==> src/rtl/count_seq.sv <==
// Stimulus sequencer and checker for a BW-bit loadable up/down counter.
// Runs load/up/pause/down/load per start pulse and compares cnt_in to a reference model.
module count_seq #(
   parameter int unsigned BW = 10,
   parameter int unsigned LW = 16,
   parameter int unsigned EW = 8
) (
   input  logic          clk5m,
   input  logic          rst,
   input  logic          start,
   input  logic [BW-1:0] start_val,
   input  logic [BW-1:0] end_val,
   input  logic [LW-1:0] up_len,
   input  logic [LW-1:0] pause_len,
   input  logic [LW-1:0] dn_len,
   input  logic [BW-1:0] cnt_in,
   output logic [BW-1:0] data_in,
   output logic          load,
   output logic          en,
   output logic          updn,
   output logic          busy,
   output logic          done,
   output logic          err,
   output logic [EW-1:0] err_cnt
);

   typedef enum logic [2:0] {
      StIdle, StLoad, StUp, StPause, StDown, StFinal, StDone
   } state_e;

   state_e        state_q, state_d;
   logic [LW-1:0] phase_q, phase_d;

   logic [BW-1:0] sv_q, ev_q, exp_q;
   logic [LW-1:0] up_q, pause_q, dn_q;
   logic          chk_q, err_q;
   logic [EW-1:0] err_cnt_q;

   // State register, including the shared phase down-counter
   always_ff @(posedge clk5m) begin
      if (rst) begin
         state_q <= StIdle;
         phase_q <= '0;
      end else begin
         state_q <= state_d;
         phase_q <= phase_d;
      end
   end

   // Next state; zero-length phases are skipped by looking ahead at the latched lengths
   always_comb begin
      state_d = state_q;
      phase_d = phase_q;
      unique case (state_q)
         StIdle:  if (start) state_d = StLoad;
         StLoad:  state_d = (up_q != '0)    ? StUp :
                            (pause_q != '0) ? StPause :
                            (dn_q != '0)    ? StDown : StFinal;
         StUp: begin
            if (phase_q == '0) begin
               state_d = (pause_q != '0) ? StPause : (dn_q != '0) ? StDown : StFinal;
            end else begin
               phase_d = phase_q - 1'b1;
            end
         end
         StPause: begin
            if (phase_q == '0) state_d = (dn_q != '0) ? StDown : StFinal;
            else               phase_d = phase_q - 1'b1;
         end
         StDown: begin
            if (phase_q == '0) state_d = StFinal;
            else               phase_d = phase_q - 1'b1;
         end
         StFinal: state_d = StDone;
         StDone:  state_d = StIdle;
         default: state_d = StIdle;
      endcase
      // Reload the phase counter on every state entry
      if (state_d != state_q) begin
         case (state_d)
            StUp:    phase_d = up_q - 1'b1;
            StPause: phase_d = pause_q - 1'b1;
            StDown:  phase_d = dn_q - 1'b1;
            default: phase_d = '0;
         endcase
      end
   end

   // Outputs decoded from the current state
   always_comb begin
      data_in = '0;
      load    = 1'b0;
      en      = 1'b0;
      updn    = 1'b0;
      done    = 1'b0;
      busy    = (state_q != StIdle);
      unique case (state_q)
         StLoad: begin
            load    = 1'b1;
            data_in = sv_q;
         end
         StUp:   en = 1'b1;
         StDown: begin
            en   = 1'b1;
            updn = 1'b1;
         end
         StFinal: begin
            load    = 1'b1;
            data_in = ev_q;
         end
         StDone:  done = 1'b1;
         default: ;
      endcase
   end

   // Sequence parameters, reference model and checker
   always_ff @(posedge clk5m) begin
      if (rst) begin
         sv_q      <= '0;
         ev_q      <= '0;
         up_q      <= '0;
         pause_q   <= '0;
         dn_q      <= '0;
         exp_q     <= '0;
         chk_q     <= 1'b0;
         err_q     <= 1'b0;
         err_cnt_q <= '0;
      end else begin
         if (state_q == StIdle && start) begin
            sv_q      <= start_val;
            ev_q      <= end_val;
            up_q      <= up_len;
            pause_q   <= pause_len;
            dn_q      <= dn_len;
            err_q     <= 1'b0;
            err_cnt_q <= '0;
         end
         case (state_q)
            StLoad: begin
               exp_q <= sv_q;
               chk_q <= 1'b1;
            end
            StUp:    exp_q <= exp_q + 1'b1;
            StDown:  exp_q <= exp_q - 1'b1;
            StFinal: exp_q <= ev_q;
            StDone:  chk_q <= 1'b0;
            default: ;
         endcase
         // chk_q is never set in IDLE, so this cannot collide with the clear on start
         if (chk_q && (cnt_in != exp_q)) begin
            err_q <= 1'b1;
            if (err_cnt_q != '1) err_cnt_q <= err_cnt_q + 1'b1;
         end
      end
   end

   assign err     = err_q;
   assign err_cnt = err_cnt_q;

endmodule

==> config.mk <==
export PLATFORM = sky130hd
export DESIGN_NAME = count_seq
export DESIGN_NICKNAME = d
export VERILOG_FILES = /design/src/rtl/count_seq.sv
export SDC_FILE = /design/constraint.sdc
export NUM_CORES = 1
export LEC_CHECK = 0
export ABC_AREA = 0
export CORE_UTILIZATION = 55
export CTS_BUF_LIST = sky130_fd_sc_hd__clkbuf_4 sky130_fd_sc_hd__clkbuf_8
export CTS_CLUSTER_SIZE = 30
export DETAILED_ROUTE_END_ITERATION = 6
export DONT_BUFFER_PORTS = 1
export MAX_ROUTING_LAYER = met4
export PLACE_DENSITY_LB_ADDON = 0.1
export SLEW_MARGIN = 0
export SYNTH_ARGS = -nofsm -noshare
export SYNTH_HDL_FRONTEND = slang
export SYNTH_SLANG_ARGS = --single-unit
==> constraint.sdc <==
create_clock -name clk5m -period 4 [get_ports clk5m]
set_input_delay 0.8 -clock clk5m [delete_from_list [all_inputs] [get_ports clk5m]]
set_output_delay 0.8 -clock clk5m [all_outputs]
set_load 0.1 [all_outputs]
Word-level counts from Yosys, hierarchy flattened
Cells that the tools add are included.
{ "classes": {"addsub": 7, "n_mux": 24, "n_reduce_logical": 16, "n_eq_ne": 13} }
{ "op_table": {"columns": ["op", "count"], "rows": [
  ["16-bit by 1-bit subtractor with 16-bit output, second input constant", 4],
  ["16-bit 2-to-1 mux", 3],
  ["16-bit one-hot mux with 3 select lines", 1],
  ["16-bit nonzero test", 3],
  ["10-bit one-hot mux with 4 select lines", 1],
  ["8-bit 2-to-1 mux", 3],
  ["10-bit one-hot mux with 2 select lines", 1],
  ["3-bit 2-to-1 mux", 6],
  ["3-bit one-hot mux with 6 select lines", 1],
  ["16-bit zero test", 1],
  ["3-bit by 2-bit == test with 1-bit output, second input constant", 4],
  ["3-bit == test, second input constant", 4],
  ["10-bit by 1-bit adder with 10-bit output, second input constant", 1],
  ["10-bit != test", 1],
  ["10-bit by 1-bit subtractor with 10-bit output, second input constant", 1],
  ["8-bit by 1-bit adder with 8-bit output, second input constant", 1],
  ["8-bit != test, second input constant", 1],
  ["1-bit 2-to-1 mux", 7],
  ["2-bit nonzero test", 3],
  ["4-bit nonzero test", 1],
  ["2-bit OR reduction", 2],
  ["3-bit by 1-bit == test with 1-bit output, second input constant", 1],
  ["3-bit zero test", 1],
  ["3-bit != test", 1],
  ["other kinds (6)", 7]
]} }
{ "totals": {"regBits": 107, "in_bits": 81, "wordCells": 71, "out_inout_bits": 24} }

Longest topological paths before layout
{ "depth": {"depth_word": 8, "depth_mapped": 17, "depth_no_buf": 14} }

Worst setup path after synthesis
OpenSTA, ideal clock, no wires.
{ "synth_path": {"path_kind": "flip-flop to flip-flop", "from": "register state_q[1]", "to": "register phase_q[8]", "path_stages_with_launch": 15, "arrival_ns": 3.627, "slack_ns": 0.278, "required_time_ns": 3.905, "path_buffers": 3, "period_less_slack_ns": 3.722, "setup_time_ns": 0.095, "cell_sequence": "dfxtp_1 > or3b_1 > clkbuf_1 > inv_1 > a211oi_1 > nor3_2 > buf_6 > buf_2 > nor2_1 > a21oi_1 > ha_1 > and4bb_1 > nand2_1 > xnor2_1 > a221oi_1"} }
{ "synth_between": {"elab_chain_cells": 5, "word_cells_on_any_way": 21, "cone_classes": "eq/ne (10); mux (7); reduce/logical (4)"} }
{ "synth_lines": {"columns": ["item", "line", "rtl"], "rows": [
  ["from (decl)", "31", "state_e state_q, state_d;"],
  ["from (signal assigned)", "42", "state_q <= StIdle;"],
  ["from (signal assigned)", "45", "state_q <= state_d;"],
  ["3-bit == test, or another cell as far along", "54", "unique case (state_q)"],
  ["3-bit one-hot mux with 6 select lines", "54", null],
  ["3-bit == test, or another cell as far along", "80", "case (state_d)"],
  ["16-bit one-hot mux with 3 select lines, or another cell as far along", "80", null],
  ["16-bit 2-to-1 mux / 2-bit AND reduction (equally long branches)", null, null],
  ["to (signal assigned)", "46", "phase_q <= phase_d;"],
  ["to (decl)", "32", "logic [LW-1:0] phase_q, phase_d;"]
]} }
Parallel ways exist; a longest one is shown, timed or not.
A chain may end at the register's enable or synchronous reset.

Final worst setup path
{ "layout_path": {"from": "register phase_q[0]", "to": "register phase_q[8]"} }
{ "layout_between": {"elab_chain_cells": 6, "word_cells_on_any_way": 17, "cone_classes": "add/sub (1); eq/ne (5); mux (8); reduce/logical (3)"} }
{ "layout_lines": {"columns": ["item", "line"], "rows": [
  ["16-bit zero test", "60, 67, 71"],
  ["3-bit 2-to-1 mux (on tied branches)", "71, 60, 67"],
  ["3-bit one-hot mux with 6 select lines", "54"],
  ["3-bit == test, or another cell as far along", "80"],
  ["16-bit one-hot mux with 3 select lines, or another cell as far along", "80"],
  ["16-bit 2-to-1 mux / 2-bit AND reduction (equally long branches)", null]
]} }
Parallel ways exist; a longest one is shown, timed or not. The select of a mux whose other input is x is not followed.

==> results.json <==
{
  "status": "finished, final reports clean",
  "die_x_um": 106.4,
  "drc": 0,
  "relSlewSlack_pct": 28.78,
  "end_kind": "register",
  "grt_pass1_vias": 5410,
  "synthFlopType": "dfxtp_1",
  "r2r_slack_ns": 0.20,
  "drive_above_1_share_pct": 12.39,
  "synth_top_family_by_area": "simple AND/OR/NAND/NOR gates",
  "r2r_end": "phase_q[8]",
  "cts_made_buffers": 9,
  "ys_ff_latch": 107,
  "cp_max_fo": 8,
  "drt-initial-drc-count": 697,
  "dr.pass1.iters": 6,
  "final_cells": 935,
  "design_area_sq_um": 6550,
  "critPathLaunch": "phase_q[0]",
  "min-delay-start": "sv_q[3]",
  "dpl_cell_area_sq_um": 6347,
  "cts_buffer_depth": 2,
  "dpl.cell_count": 919,
  "fp.dieH_um": 106.4,
  "final_util_pct": 62.60,
  "ir_drop_v": 0.0005603,
  "max_freq_ghz": 0.2632,
  "regToRegStartpoint": "phase_q[0]",
  "cts_tree": "done",
  "syn_area_sq_um": 5998,
  "r2r_cells": 14,
  "synth_compound_area_share_pct": 22.90,
  "synth.mux.area_fraction_pct": 2.023,
  "synth_largest_area_cell": "dfxtp_1",
  "synthTopCellsByArea": "dfxtp_1 (36%), nand2_1 (11%), a21oi_1 (8.3%), nor2_1 (3.9%), xnor2_1 (2.8%)",
  "cp_data_required_time_ns": 4.30,
  "synthCells": 782,
  "portBuffers": 0,
  "hold_depth": 2,
  "slew_violations": 0,
  "hold_path_end": "sv_q[3]",
  "hold_path_class": "register to register",
  "place_congestion": 1.014,
  "syn_avg_cell_area_sq_um": 7.670,
  "whs_ns": 0.4616,
  "detail-route-antenna-nets": 0,
  "setup_viol_count_final": 0,
  "netlist_top_cells_count": "nand2_1 (174), dfxtp_1 (107), a21oi_1 (100)",
  "place_ws_ns": 0.3370,
  "overflow": 0,
  "wl_per_cell_um": 18.95,
  "critPathArrivalTime_ns": 4.10,
  "grtUsageTotal_pct": 32.87,
  "routed_wl_um": 17720,
  "num_vias": 5856,
  "core-area_sq_um": 10460,
  "power_density_nw_per_um2": 761.3,
  "cap_viol_max_count": 0,
  "worstSetupStartpointType": "register",
  "p_leak_nw": 2.488,
  "hpwl_um": 13100,
  "start_util_pct": 57.33,
  "htreeDepth": 3,
  "yosysSeqAreaShare_pct": 35.71,
  "rsz0062_at_grt": "false",
  "period_minus_slack_ns": 3.800,
  "clkSinkCount": 107,
  "nets": 887,
  "p_total_mw": 4.986,
  "synth.distinct_cells": 77,
  "n_fill_cell": 973,
  "synthArstFlopShare_pct": 0,
  "synth-simple-area-share_pct": 27.30,
  "insertion_delay_ns": 0.39,
  "fp-row-count": 37,
  "worstSetupPathType": "register to register",
  "grt_pass1_wl_um": 28280,
  "grt_max_degree": 105,
  "synth-edff-count": 0,
  "antenna_found_initial": 0,
  "hold_viol": 0,
  "die_area_sq_um": 11330,
  "post-route-period-util_pct": 95.00,
  "synth.most_common_cell": "nand2_1",
  "yosysTopAreaCellShare_pct": 35.71,
  "ios": 105,
  "setup_tns_ns": 0,
  "root_buffer": "clkbuf_8",
  "clk_pin_slew_ns": 0.10,
  "max_slew.worst_pin.slew_ns": 1.067,
  "fin_ws_ns": 0.2000,
  "regArea_sq_um": 2142,
  "synthesis.nets": 875,
  "antenna_cells": 0,
  "yosys_warnings": 0,
  "synth_xor_area_share_pct": 5.549,
  "clock_skew_ns": 0.007781,
  "yosys.area_share.adder_pct": 2.628,
  "multiInputGateArea_sq_um": 3665,
  "viasPerCell": 6.263,
  "synthToLayoutAreaGrowth_pct": 9.199
}
[cells in the final DEF (no fill, tap or decap), types with 9 or more instances in the layout]
cell type  instances
a21oi_1          100
nor3_1            18
ha_1              11
clkbuf_8          10
nor4_1            14
o21ai_0           17
nand4_1           10
inv_1             14
xnor2_1           19
xor2_1            19
dfxtp_1          107
nor2_2            10
a211oi_1          10
nand2_1          173
nor2_1            53
nand3_1           14
buf_4             43
mux2i_1           11
a31oi_1            9
[power breakdown]
| group | internal [mW] | switching (mW) | total (mW) |
|---|---|---|---|
| Clock | 0.258 | 0.408 | 0.666 |
| Combinational | 0.993 | 1.78 | 2.77 |
| Sequential | 1.29 | 0.260 | 1.55 |
[area by class of cell]
class | instances | area share, %
multi-input combinational | 619 | 55.95
clock buffer | 10 | 2.101
inverter | 14 | 0.8023
sequential | 107 | 32.70
clock inverter | 6 | 0.9169
tap | 136 | 2.598
timing repair buffer | 43 | 4.928
[critical path, cell delays in order (launching register included)]
cell and delay (ns):
dfxtp_1 0.41, inv_1 0.06, ha_1 0.21, nor3b_2 0.20, and3b_1 0.23, a21oi_1 0.40, o31ai_4 0.21, nor3_2 0.44
nor2_1 0.18, a21oi_1 0.29, ha_1 0.26, and4bb_1 0.33, nand2_1 0.10, xnor2_1 0.13, a221oi_1 0.25
[flip-flops by register name, indices dropped and copies added, names as in the netlist, 3 cells and up]
| signal | cells |
|---|---|
| dn_q | 16 |
| pause_q | 16 |
| phase_q | 16 |
| up_q | 16 |
| ev_q | 10 |
| exp_q | 10 |
| sv_q | 10 |
| err_cnt | 8 |
| state_q | 3 |
[layer usage]
metal	wire length (um)	GRT usage, %
met5	0	-
met4	547	12.33
met3	1165	4.844
met2	8060	50.88
met1	7941	43.52
[how the worst max path moves through the flow]
stage / end / slack (ns) / depth (start not counted)
4_1_cts: phase_q[8] / 0.29 / 14
3_5_place_dp: phase_q[8] / 0.34 / 14
6_report: phase_q[8] / 0.20 / 14
2_1_floorplan: phase_q[8] / 0.28 / 14
5_1_grt: phase_q[8] / 0.02 / 14
3_3_place_gp: phase_q[8] / 0.47 / 14
[cells by family (layout without fill, tap and decap cells)]
| group | count (synthesis) | in the layout |
|---|---|---|
| AOI/OAI and AO/OA | 212 | 212 |
| DFF | 107 | 107 |
| adders and majority gates | 12 | 12 |
| and+or+nand+nor | 345 | 345 |
| muxes | 12 | 12 |
| buffers and inverters | 56 | 73 |
| xor gates and xnor gates | 38 | 38 |
[timing repair]
action	4_1_cts	5_1_grt
hold buffers	0	0
resized for setup	0	1
setup buffers	0	0
endpoints found under the setup margin	0	5
No activity file was read; power rests on OpenSTA's default activity.
